<file path="src/rtl/dmem_ctrl_pkg.sv">
// Shared types and lane helpers for dmem_ctrl: access sizes, FSM states,
// sub-word extract/merge and the misalignment test.
package dmem_ctrl_pkg;

  typedef enum logic [1:0] {
    SZ_BYTE = 2'b00,
    SZ_HALF = 2'b01,
    SZ_WORD = 2'b10
  } size_e;

  typedef enum logic [1:0] {
    ST_IDLE = 2'b00,
    ST_LOAD = 2'b01,
    ST_RMW  = 2'b10
  } state_e;

  function automatic logic is_misaligned(input logic [1:0] size, input logic [1:0] off);
    logic r;
    case (size)
      SZ_BYTE: r = 1'b0;
      SZ_HALF: r = off[0];
      SZ_WORD: r = (off != 2'b00);
      default: r = 1'b1;
    endcase
    return r;
  endfunction

  // Byte lane picked by off[1:0], half lane by off[1]; uns selects zero-extension.
  function automatic logic [31:0] lane_extract(input logic [31:0] word, input logic [1:0] size,
                                               input logic [1:0] off, input logic uns);
    logic [7:0]  b;
    logic [15:0] h;
    logic [31:0] r;
    b = word[{off, 3'b000} +: 8];
    h = word[{off[1], 4'b0000} +: 16];
    case (size)
      SZ_BYTE: r = {{24{b[7] & ~uns}}, b};
      SZ_HALF: r = {{16{h[15] & ~uns}}, h};
      default: r = word;
    endcase
    return r;
  endfunction

  function automatic logic [31:0] lane_merge(input logic [31:0] word, input logic [31:0] wdata,
                                             input logic [1:0] size, input logic [1:0] off);
    logic [31:0] r;
    r = word;
    case (size)
      SZ_BYTE: r[{off, 3'b000} +: 8]    = wdata[7:0];
      SZ_HALF: r[{off[1], 4'b0000} +: 16] = wdata[15:0];
      default: r = wdata;
    endcase
    return r;
  endfunction

endpackage

</file>
<file path="src/rtl/dmem_rr_arb.sv">
// Two-requester round-robin arbiter (bit 0 = core, bit 1 = loader).
// The last-winner flop resets to "loader" so the core takes the first tie.
module dmem_rr_arb (
  input  logic       i_clk,
  input  logic       i_rst_n,
  input  logic [1:0] i_req,
  output logic [1:0] o_gnt
);

  logic r_last_ld;

  // Grant selection: a lone requester wins, a tie goes to whoever did not win last.
  always_comb begin
    o_gnt = 2'b00;
    if (i_req == 2'b11) begin
      o_gnt = r_last_ld ? 2'b01 : 2'b10;
    end else begin
      o_gnt = i_req;
    end
  end

  // Last-winner flag.
  always_ff @(posedge i_clk or negedge i_rst_n) begin
    if (!i_rst_n) begin
      r_last_ld <= 1'b1;
    end else if (o_gnt != 2'b00) begin
      r_last_ld <= o_gnt[1];
    end else begin
      r_last_ld <= r_last_ld;
    end
  end

endmodule

</file>
<file path="src/rtl/dmem_ctrl.sv">
// Load/store sequencer in front of the word-wide dmem: sub-word loads are
// extracted from the read word, sub-word stores become read-modify-write.
// Optional loader write port enabled by the macro DMEM_CTRL_LOADER_EN.
module dmem_ctrl
  import dmem_ctrl_pkg::*;
#(
  parameter int ADDR_WIDTH = 9,
  parameter int DATA_WIDTH = 32
) (
  input  logic                  i_clk,
  input  logic                  i_rst_n,
  input  logic                  i_req,
  input  logic                  i_we,
  input  logic [1:0]            i_size,
  input  logic                  i_unsigned,
  input  logic [31:0]           i_addr,
  input  logic [DATA_WIDTH-1:0] i_wdata,
  output logic                  o_gnt,
  output logic                  o_done,
  output logic                  o_err,
  output logic [DATA_WIDTH-1:0] o_rdata,
  output logic                  o_mem_we,
  output logic [ADDR_WIDTH-1:0] o_mem_addr,
  output logic [DATA_WIDTH-1:0] o_mem_wdata,
`ifdef DMEM_CTRL_LOADER_EN
  input  logic                  i_ld_req,
  input  logic [ADDR_WIDTH-1:0] i_ld_addr,
  input  logic [DATA_WIDTH-1:0] i_ld_wdata,
  output logic                  o_ld_gnt,
`endif
  input  logic [DATA_WIDTH-1:0] i_mem_rdata
);

  state_e                r_state;
  state_e                w_next_state;
  logic [ADDR_WIDTH-1:0] r_addr;
  logic [1:0]            r_off;
  logic [1:0]            r_size;
  logic                  r_uns;
  logic [DATA_WIDTH-1:0] r_wdata;
  logic                  r_done;
  logic                  r_err;
  logic [DATA_WIDTH-1:0] r_rdata;

  logic                  w_idle;
  logic                  w_core_win;
  logic                  w_ld_win;
  logic [ADDR_WIDTH-1:0] w_ld_addr;
  logic [DATA_WIDTH-1:0] w_ld_wdata;
  logic                  w_mem_we;
  logic [ADDR_WIDTH-1:0] w_mem_addr;
  logic [DATA_WIDTH-1:0] w_mem_wdata;
  logic                  w_done_d;
  logic                  w_err_d;
  logic [DATA_WIDTH-1:0] w_rdata_d;
  logic                  w_unused_addr;

  assign w_idle        = (r_state == ST_IDLE);
  assign w_unused_addr = ^i_addr[31:ADDR_WIDTH+2];

`ifdef DMEM_CTRL_LOADER_EN
  logic [1:0] w_arb_gnt;

  dmem_rr_arb u_arb (
    .i_clk   (i_clk),
    .i_rst_n (i_rst_n),
    .i_req   ({i_ld_req & w_idle, i_req & w_idle}),
    .o_gnt   (w_arb_gnt)
  );

  assign w_core_win = w_arb_gnt[0];
  assign w_ld_win   = w_arb_gnt[1];
  assign w_ld_addr  = i_ld_addr;
  assign w_ld_wdata = i_ld_wdata;
  assign o_ld_gnt   = w_ld_win;
`else
  assign w_core_win = i_req & w_idle;
  assign w_ld_win   = 1'b0;
  assign w_ld_addr  = {ADDR_WIDTH{1'b0}};
  assign w_ld_wdata = {DATA_WIDTH{1'b0}};
`endif

  // Next state, memory port and completion values for the registered outputs.
  always_comb begin
    w_next_state = r_state;
    w_mem_we     = 1'b0;
    w_mem_addr   = i_addr[ADDR_WIDTH+1:2];
    w_mem_wdata  = i_wdata;
    w_done_d     = 1'b0;
    w_err_d      = 1'b0;
    w_rdata_d    = {DATA_WIDTH{1'b0}};
    case (r_state)
      ST_IDLE: begin
        if (w_core_win) begin
          if (is_misaligned(i_size, i_addr[1:0])) begin
            w_done_d = 1'b1;
            w_err_d  = 1'b1;
          end else if (i_we && (i_size == SZ_WORD)) begin
            w_mem_we = 1'b1;
            w_done_d = 1'b1;
          end else begin
            w_next_state = i_we ? ST_RMW : ST_LOAD;
          end
        end else if (w_ld_win) begin
          w_mem_we    = 1'b1;
          w_mem_addr  = w_ld_addr;
          w_mem_wdata = w_ld_wdata;
        end else begin
          w_next_state = ST_IDLE;
        end
      end
      ST_LOAD: begin
        w_rdata_d    = lane_extract(i_mem_rdata, r_size, r_off, r_uns);
        w_done_d     = 1'b1;
        w_next_state = ST_IDLE;
      end
      ST_RMW: begin
        w_mem_we     = 1'b1;
        w_mem_addr   = r_addr;
        w_mem_wdata  = lane_merge(i_mem_rdata, r_wdata, r_size, r_off);
        w_done_d     = 1'b1;
        w_next_state = ST_IDLE;
      end
      default: w_next_state = ST_IDLE;
    endcase
  end

  // Reset gates the write strobe so an abandoned RMW never reaches dmem.
  assign o_mem_we    = w_mem_we & i_rst_n;
  assign o_mem_addr  = w_mem_addr;
  assign o_mem_wdata = w_mem_wdata;
  assign o_gnt       = w_core_win;
  assign o_done      = r_done;
  assign o_err       = r_err;
  assign o_rdata     = r_rdata;

  // State and completion registers.
  always_ff @(posedge i_clk or negedge i_rst_n) begin
    if (!i_rst_n) begin
      r_state <= ST_IDLE;
      r_done  <= 1'b0;
      r_err   <= 1'b0;
      r_rdata <= {DATA_WIDTH{1'b0}};
    end else begin
      r_state <= w_next_state;
      r_done  <= w_done_d;
      r_err   <= w_err_d;
      r_rdata <= w_rdata_d;
    end
  end

  // Request capture at grant for the LOAD/RMW follow-up cycle.
  always_ff @(posedge i_clk or negedge i_rst_n) begin
    if (!i_rst_n) begin
      r_addr  <= {ADDR_WIDTH{1'b0}};
      r_off   <= 2'b00;
      r_size  <= 2'b00;
      r_uns   <= 1'b0;
      r_wdata <= {DATA_WIDTH{1'b0}};
    end else if (w_core_win) begin
      r_addr  <= i_addr[ADDR_WIDTH+1:2];
      r_off   <= i_addr[1:0];
      r_size  <= i_size;
      r_uns   <= i_unsigned;
      r_wdata <= i_wdata;
    end else begin
      r_addr  <= r_addr;
      r_off   <= r_off;
      r_size  <= r_size;
      r_uns   <= r_uns;
      r_wdata <= r_wdata;
    end
  end

endmodule

</file>
<file path="config.mk">
export PLATFORM = sky130hd
export DESIGN_NAME = dmem_ctrl
export DESIGN_NICKNAME = d
export VERILOG_FILES = /design/src/rtl/dmem_ctrl_pkg.sv /design/src/rtl/dmem_rr_arb.sv /design/src/rtl/dmem_ctrl.sv
export SDC_FILE = /design/constraint.sdc
export NUM_CORES = 1
export LEC_CHECK = 0
export ABC_AREA = 1
export CORE_MARGIN = 2
export CORE_UTILIZATION = 51
export DETAILED_ROUTE_END_ITERATION = 16
export GPL_TIMING_DRIVEN = 0
export PLACE_DENSITY = 0.87
export SETUP_SLACK_MARGIN = 0.4
export SYNTH_ARGS = -nofsm -noshare
export SYNTH_HDL_FRONTEND = slang
export SYNTH_SLANG_ARGS = --single-unit
export TNS_END_PERCENT = 20
</file>
<file path="constraint.sdc">
create_clock -name i_clk -period 3.6 [get_ports i_clk]
set_input_delay 0.36 -clock i_clk [delete_from_list [all_inputs] [get_ports i_clk]]
set_output_delay 0.36 -clock i_clk [all_outputs]
set_load 0.005 [all_outputs]
</file>
==> flow_metrics.py, run 1 <==
metrics = {
    "final_layout": {
        "drive_gt1_frac": 0.05338,
        "final_area_um2": 7586,
        "nNetsFinal": 1157,
        "n_antenna_cell": 0,
        "final_cells": 1189,
        "syn2layout_area_growth_pct": 36.55,
        "fill_cells": 997,
    },
    "synth": {
        "avgSynthCellArea_um2": 6.378,
        "synth_edf_count": 0,
        "async_flop_share": 1.000,
        "synth-seq-cells": 82,
        "yosysWarnings": 0,
        "netlist_area_um2": 5555,
        "yosys-top-cells-count": "nand2_1, a21oi_1, o21ai_0",
        "ys_types": 23,
        "syn_inst": 871,
        "synth.most_common_cell": "nand2_1",
        "syn_nets": 983,
        "synth_top_area_cell": "dfrtp_1",
        "synth_flop_cell": "dfrtp_1",
        "synth_area_leaders": "dfrtp_1, nand2_1, a21oi_1, o21ai_0, inv_1",
        "seq_area_frac_synth": 0.3694,
        "synth.top_cell.area_share": 0.3694,
    },
    "floorplan": {
        "core-area_um2": 10750,
        "fp.dieArea_um2": 11740,
        "top_level_ports": 180,
        "dieHeight_um": 108.4,
        "die-width_um": 108.4,
        "rows": 38,
        "start_util": 0.5170,
    },
    "setup_path": {
        "crit_required_ps": 3240,
        "r2r_slack_ps": 1710,
        "start_kind": "register",
        "critPathKind": "reg -> out",
        "crit_fanout": 10,
        "arrival_ps": 2740,
        "end_kind": "output port",
    },
    "global_routing": {
        "grt_overflow": 0,
        "grt_pass1_wl_mm": 30.82,
        "grt_pass1_vias": 5995,
        "grt_max_degree": 49,
        "antenna_found_initial": 0,
        "gr-usage-all-layers": 0.3410,
    },
    "sta": {
        "tns_ps": 0,
        "period_needed_ps": 3105,
        "finalCritPeriodShare": 0.8624,
        "rsz0062_at_grt": "true",
        "max_freq_mhz": 322.1,
        "setup_violations": 0,
        "hold_violations": 0,
        "finalMaxSlewViolations": 0,
        "worst_pin_slew_ps": 648.5,
        "slew_headroom": 0.5677,
        "finClkSkew_ps": 9.982,
    },
    "placed_design": {
        "gp_congestion": 0.9797,
        "portBuffers": 158,
        "place_inst": 1170,
        "placed_area_um2": 7337,
        "dp_hpwl_mm": 14.92,
    },
    "drt": {
        "dr.first_iter.drc_count": 660,
        "drc_errors": 0,
        "wirelength_mm": 19.88,
        "via_count": 6616,
        "drtPass1Iterations": 6,
        "wl_per_cell_um": 16.72,
        "via_per_inst": 5.564,
        "ant_nets": 0,
    },
    "cts": {
        "clk_path_buf_depth": 2,
        "clk_pin_slew_worst_paths_ps": 90,
        "clock_latency_ps": 350,
        "cts.sinks": 82,
        "numCtsBuffers": 9,
        "cts_tree": "done",
        "cts_max_level": 3,
        "root_buffer": "clkbuf_8",
    },
    "run": {
        "cap_violations": 0,
    },
    "power": {
        "vdd.ir_drop.worst_mv": 0.2418,
        "powerDensity_nw_per_um2": 448.8,
        "p_leak_uw": 0.003552,
    },
    "status": {
        "status": "finished, final reports clean",
    },
    "worst_hold_path": {
        "worstHoldPathType": "reg -> reg",
    },
}
-- state kept, by name, indices dropped and copies added, names as in the netlist --
name,count
o_rdata,32
o_done,1
r_uns,1
r_addr,9
r_wdata,32
o_err,1
r_size,2
r_state,2
r_off,2
-- logic make-up (layout without fill, tap and decap cells) --
logic type	Yosys count	after routing	synth area share
DFF	82	82	0.3694
and+or+nand+nor	390	390	0.2754
adders and majority gates	9	9	0.02027
buffers and inverters	135	313	0.1025
AOI/OAI and AO/OA	255	255	0.2324
-- layout make-up --
| type | count | area (um^2) | area share |
|---|---|---|---|
| Sequential cell | 82 | 2053 | 0.2707 |
| Timing Repair Buffer | 163 | 1642 | 0.2164 |
| Inverter | 78 | 302.8 | 0.03991 |
| Tap cell | 140 | 175.2 | 0.02309 |
| Clock inverter | 5 | 56.30 | 0.007422 |
| Multi-Input combinational cell | 654 | 2937 | 0.3871 |
| Buffer | 57 | 292.8 | 0.03859 |
| Clock buffer | 10 | 127.6 | 0.01682 |
-- per-stage QoR --
stage	total power, uW	worst slack [ps]	hold WS (ps)	util
2_1_floorplan	2019	1302	64.41	-
5_1_grt	3612	342.5	506.4	0.7060
6_report	3405	495.4	488.4	0.7060
3_5_place_dp	2670	231.8	351.8	0.6828
4_1_cts	3347	418.3	487.2	0.7038
3_3_place_gp	2648	-1093	462.1	0.6805
-- worst max-delay path, stage by stage (launching register included) --
cell,delay [ps]
dfrtp_1,410
buf_4,190
inv_4,80
ha_1,190
inv_1,150
buf_2,250
nand3_1,110
o21ai_0,210
nand2_1,90
a21oi_1,170
clkdlybuf4s50_1,520
-- final timing paths --
kind	startpoint	end	cells after the start
max in group asynchronous	i_rst_n	o_rdata[29]$_DFF_PN0_	3
hold / removal	r_wdata[24]$_DFFE_PN0N_	r_wdata[24]$_DFFE_PN0N_	2
setup reg to reg	r_state[0]$_DFFE_PN0P_	r_wdata[30]$_DFFE_PN0N_	7
hold reg to reg	r_wdata[24]$_DFFE_PN0N_	r_wdata[24]$_DFFE_PN0N_	2
setup / recovery	r_off[0]$_DFFE_PN0N_	o_mem_wdata[14]	10
min in group asynchronous	i_rst_n	r_addr[8]$_DFFE_PN0N_	2
-- routing by layer --
metal  up-vias  track usage  part of all wire
met5         -            0                 0
met4         0       0.1245             0.032
met3        58      0.06570              0.12
met2       442       0.5216              0.44
met1      2970       0.4813              0.41
li1       3146            -                 -
-- layout by cell type (no fill, tap or decap), drive strengths merged --
cell / netlist / routed
bufinv: 0 / 1
clkdlybuf4s50: 0 / 156
buf: 29 / 32
clkbuf: 28 / 40
dlygate4sd3: 0 / 1
nand4: 1 / 1
clkinvlp: 0 / 1
inv: 77 / 76
a21oi: 124 / 124
clkinv: 1 / 5
nor2: 57 / 57
o21ai: 125 / 125
nand3b: 1 / 1
ha: 9 / 9
o211ai: 5 / 5
nand3: 32 / 32
nand2: 298 / 298
dlymetal6s2s: 0 / 1
a21boi: 1 / 1
dfrtp: 82 / 82
nor3: 1 / 1
-- power breakdown --
part / internal, uW / switching (uW)
Combinational: 625 / 954
Sequential: 1050 / 110
Clock: 316 / 347
-- what timing repair did --
action / in CTS / in global routing
setup buffers: 2 / 1
endpoints found under the setup margin: 32 / 26
resized for setup: 7 / 8
pin swaps: 0 / 1
hold endpoints to repair: 35 / 0
hold buffers: 1 / 0
Power figures use the tool's default switching activity.
==> run 2: changes to the inputs <==
- ABC_CLOCK_PERIOD_IN_PS: not set -> 3600
- CORE_UTILIZATION: 51 -> 43
- PLACE_DENSITY: 0.87 -> 0.75
==> flow_metrics.py, run 2 (synthesis gave the netlist of run 1 again) <==
metrics = {
    "status": {
        "violations": "negative hold slack",
        "status": "finished with violations",
    },
    "setup_path": {
        "r2r_slack_ps": 1660,
        "crit_required_ps": 3240,
        "start_kind": "register",
        "end_kind": "output port",
        "critPathKind": "reg -> out",
        "arrival_ps": 2770,
        "reg2reg_from": "r_state[0]$_DFFE_PN0P_",
        "r2r_end": "r_wdata[8]$_DFFE_PN0N_",
        "reg2reg_depth": 7,
        "crit_fanout": 10,
    },
    "cts": {
        "cts_tree": "done",
        "clock_latency_ps": 350,
        "cts.sinks": 82,
        "root_buffer": "clkbuf_16",
        "numCtsBuffers": 9,
        "cts_max_level": 3,
        "clk_pin_slew_worst_paths_ps": 60,
        "clk_path_buf_depth": 2,
    },
    "sta": {
        "setup_violations": 0,
        "timing.hold.ws_ps": -19.75,
        "worst_pin_slew_ps": 669.2,
        "setup_ws_ps": 471.5,
        "max_freq_mhz": 319.6,
        "hold_violations": 14,
        "finClkSkew_ps": 7.378,
        "finalMaxSlewViolations": 0,
        "period_needed_ps": 3129,
        "rsz0062_at_grt": "true",
        "finalCritPeriodShare": 0.8690,
        "slew_headroom": 0.5539,
    },
    "final_layout": {
        "fill_cells": 1238,
        "final_common_cell": "nand2_1",
        "mostFrequentLayoutCells": "nand2_1, clkdlybuf4s50_1, a21oi_1",
        "nNetsFinal": 1155,
        "final_area_um2": 7700,
        "drive_gt1_frac": 0.05344,
        "final_cells": 1220,
        "syn2layout_area_growth_pct": 38.60,
        "n_antenna_cell": 0,
    },
    "drt": {
        "drc_errors": 0,
        "ant_nets": 0,
        "wl_per_cell_um": 16.86,
        "dr.first_iter.drc_count": 669,
        "via_count": 6533,
        "wirelength_mm": 20.57,
        "via_per_inst": 5.355,
        "drtPass1Iterations": 8,
    },
    "global_routing": {
        "grt_max_degree": 46,
        "gr-usage-all-layers": 0.2957,
        "grt_overflow": 0,
        "grt_pass1_vias": 6058,
        "antenna_found_initial": 0,
        "grt_pass1_wl_mm": 32.40,
    },
    "floorplan": {
        "fp.dieArea_um2": 13850,
        "start_util": 0.4402,
        "dieHeight_um": 117.7,
        "die-width_um": 117.7,
        "rows": 41,
        "core-area_um2": 12620,
        "top_level_ports": 180,
    },
    "placed_design": {
        "post-place-ws_ps": 180.0,
        "gp_congestion": 0.9681,
        "placed_area_um2": 7370,
        "portBuffers": 158,
        "dp_hpwl_mm": 15.67,
        "place_inst": 1202,
    },
    "power": {
        "p_leak_uw": 0.003574,
        "vdd.ir_drop.worst_mv": 0.1909,
        "powerDensity_nw_per_um2": 474.5,
    },
    "run": {
        "cap_violations": 0,
    },
    "worst_hold_path": {
        "worstHoldPathType": "in -> async",
    },
}
run 2: changes by cell type in the layout (fill, tap and decap cells not counted), sizes merged:
| cell | change |
|---|---|
| clkinv | -2 |
| clkdlybuf4s50 | +1 |
| clkinvlp | +1 |
| dlygate4sd3 | -1 |
| dlymetal6s2s | -1 |
| inv | +1 |
run 2: worst max-delay path, cell delays in order, from the launching register on:
cell and delay (ps):
dfrtp_1 390, buf_4 190, inv_4 80, ha_1 270, buf_2 230, nand2_1 210, o21ai_0 200, nand2_1 80
a21oi_1 200, clkdlybuf4s50_1 540
run 2: worst max path at each step:
stage,from,to,slack (ps),depth (start not counted)
after floorplan,r_off[1]$_DFFE_PN0N_,o_mem_wdata[1],1300,11
after global placement,i_rst_n,o_mem_we,-1130,3
after detailed placement,r_off[1]$_DFFE_PN0N_,o_mem_wdata[1],180,12
after CTS,r_off[0]$_DFFE_PN0N_,o_mem_wdata[5],420,12
after global routing,r_off[1]$_DFFE_PN0N_,o_mem_wdata[5],360,12
final,r_off[0]$_DFFE_PN0N_,o_mem_wdata[23],470,9
run 2: what timing repair did:
item                                    CTS  global route
gates resized for setup                   9             4
hold buffers                              0             0
setup buffers                             1             1
endpoints found under the setup margin   32            20
run 2: cell type report:
type / instances / area [um^2] / area share
tap: 172 / 215.2 / 0.02795
inverter: 78 / 300.3 / 0.03900
clock inverter: 5 / 55.05 / 0.007150
sequential: 82 / 2053 / 0.2667
buffer: 57 / 290.3 / 0.03770
multi-input combinational: 654 / 2939 / 0.3817
clock buffer: 11 / 232.7 / 0.03022
timing repair buffer: 161 / 1614 / 0.2096
run 2: where the power goes:
part / internal (uW) / switching (uW)
logic: 619 / 960
clock network: 535 / 376
registers: 1050 / 109
total: 2210 / 1450
run 2: metrics by stage:
step / utilization / setup TNS (ps) / hold slack [ps] / total power, uW
floorplan: - / 0 / 64.41 / 2019
finish: 0.6102 / 0 / -19.75 / 3654
CTS: 0.6091 / 0 / 1.158 / 3617
global placement: 0.5826 / -61590 / 462.5 / 2674
detailed placement: 0.5840 / 0 / 369.5 / 2688
global route: 0.6102 / 0 / 23.68 / 3862
run 2: routing by layer:
| layer | track usage | vias to the layer above | wire length (um) |
|---|---|---|---|
| met2 | 0.4582 | 364 | 9153 |
| met3 | 0.04506 | 38 | 1690 |
| met4 | 0.09789 | 0 | 447 |
| met1 | 0.4231 | 2987 | 9279 |
| li1 | - | 3144 | - |
| met5 | 0 | - | 0 |
==> run 3: changes to the inputs <==
- CORE_MARGIN: 2 -> 4
==> flow_metrics.py, run 3 (synthesis gave the netlist of run 1 again) <==
metrics = {
    "status": {
        "status": "finished with violations",
        "violations": "negative hold slack",
    },
    "cts": {
        "clock_latency_ps": 340,
        "clk_path_buf_depth": 2,
        "cts_tree": "done",
        "cts_max_level": 3,
        "root_buffer": "clkbuf_16",
        "clk_pin_slew_worst_paths_ps": 70,
        "numCtsBuffers": 9,
        "cts.sinks": 82,
        "postCtsHoldBufs": 0,
    },
    "final_layout": {
        "fill_cells": 1256,
        "nNetsFinal": 1155,
        "mostFrequentLayoutCells": "nand2_1, clkdlybuf4s50_1, a21oi_1",
        "syn2layout_area_growth_pct": 38.87,
        "n_antenna_cell": 0,
        "final_common_cell": "nand2_1",
        "drive_gt1_frac": 0.05439,
        "finish.utilization": 0.6113,
    },
    "floorplan": {
        "die-width_um": 121.7,
        "start_util": 0.4402,
        "top_level_ports": 180,
        "fp.dieArea_um2": 14800,
        "dieHeight_um": 121.7,
        "core-area_um2": 12620,
        "rows": 41,
    },
    "global_routing": {
        "antenna_found_initial": 0,
        "grt_max_degree": 45,
        "grt_pass1_wl_mm": 31.40,
        "grt_overflow": 0,
        "gr-usage-all-layers": 0.2711,
        "grt_pass1_vias": 6008,
    },
    "drt": {
        "wirelength_mm": 20.45,
        "wl_per_cell_um": 16.77,
        "dr.first_iter.drc_count": 887,
        "via_per_inst": 5.315,
        "drc_errors": 0,
        "drtPass1Iterations": 5,
        "ant_nets": 0,
        "via_count": 6484,
    },
    "power": {
        "p_leak_uw": 0.003590,
        "powerDensity_nw_per_um2": 476.0,
        "vdd.ir_drop.worst_mv": 0.2296,
    },
    "setup_path": {
        "arrival_ps": 2750,
        "start_kind": "register",
        "r2r_end": "r_wdata[30]$_DFFE_PN0N_",
        "end_kind": "output port",
        "reg2reg_from": "r_state[0]$_DFFE_PN0P_",
        "crit_fanout": 12,
        "critPathKind": "reg -> out",
        "critPathCapture": "o_mem_wdata[1]",
        "r2r_slack_ps": 1650,
        "reg2reg_depth": 7,
        "crit_required_ps": 3240,
        "worstSetupStartpoint": "r_off[1]$_DFFE_PN0N_",
    },
    "sta": {
        "max_freq_mhz": 321.8,
        "finalMaxSlewViolations": 0,
        "finClkSkew_ps": 8.599,
        "hold_violations": 1,
        "slew_headroom": 0.5484,
        "rsz0062_at_grt": "true",
        "timing.hold.ws_ps": -1.090,
        "period_needed_ps": 3108,
        "setup_violations": 0,
        "worst_pin_slew_ps": 677.4,
        "finalCritPeriodShare": 0.8633,
    },
    "run": {
        "cap_violations": 0,
    },
    "placed_design": {
        "gp_congestion": 0.9906,
        "dp_hpwl_mm": 15.60,
        "portBuffers": 158,
    },
    "worst_hold_path": {
        "worstHoldPathType": "in -> async",
    },
}
## run 3: cell type report
| cell class | count | area, um^2 | area share |
|---|---|---|---|
| plain buffers | 57 | 296.5 | 0.03844 |
| clock buffers | 11 | 242.7 | 0.03146 |
| clock inverters | 5 | 53.80 | 0.006974 |
| inverters | 78 | 300.3 | 0.03892 |
| multi-input cells | 654 | 2939 | 0.3810 |
| flip-flops and latches | 82 | 2053 | 0.2661 |
| well taps | 172 | 215.2 | 0.02789 |
| repair buffers | 161 | 1614 | 0.2092 |
## run 3: metal layers
layer,GRT usage,share of wire
met3,0.04735,0.097
met2,0.4083,0.44
met1,0.3944,0.43
met4,0.09244,0.030
met5,0,0
## run 3: how the worst min path moves through the flow
stage | to | slack, ps | cells past startpoint
2_1_floorplan | o_done$_DFF_PN0_ | 60 | 0
3_3_place_gp | r_wdata[16]$_DFFE_PN0N_ | 460 | 2
3_5_place_dp | r_addr[8]$_DFFE_PN0N_ | 380 | 1
4_1_cts | r_wdata[20]$_DFFE_PN0N_ | 20 | 1
5_1_grt | r_wdata[20]$_DFFE_PN0N_ | 40 | 1
6_report | r_addr[4]$_DFFE_PN0N_ | -1 | 1
## run 3: worst max-delay path, cell delays in order, from the launching register on
cell and delay (ps):
dfrtp_2 450, inv_4 110, clkbuf_8 180, ha_1 230
buf_2 190, inv_4 110, nand2_2 100, inv_1 110
nand2_1 60, a21oi_1 130, nor2_1 80, nor2_1 130
clkdlybuf4s50_1 520
## run 3: what timing repair did
item	4_1_cts	5_1_grt
buffers inserted	0	2
gates resized for setup	7	7
endpoints found under the setup margin	30	23
## run 3: stage by stage
step / worst slack [ps] / setup TNS [ps] / total power [uW] / area [um^2] / std cells
after floorplan: 1302 / 0 / 2019 / 5555 / 871
after global placement: -1134 / -61870 / 2660 / 7352 / 1201
after detailed placement: 306.4 / 0 / 2678 / 7370 / 1202
after CTS: 401.1 / 0 / 3624 / 7682 / 1218
after global routing: 365.6 / 0 / 3895 / 7715 / 1220
final: 492.2 / 0 / 3672 / 7715 / 1220
## run 3: where the power goes
group / switching, uW / internal [uW] / total, uW / leakage, uW
clock: 383 / 554 / 938 / 0.000149
sequential: 111 / 1050 / 1160 / 0.00106
combinational: 947 / 623 / 1570 / 0.00238
total: 1440 / 2230 / 3670 / 0.00359
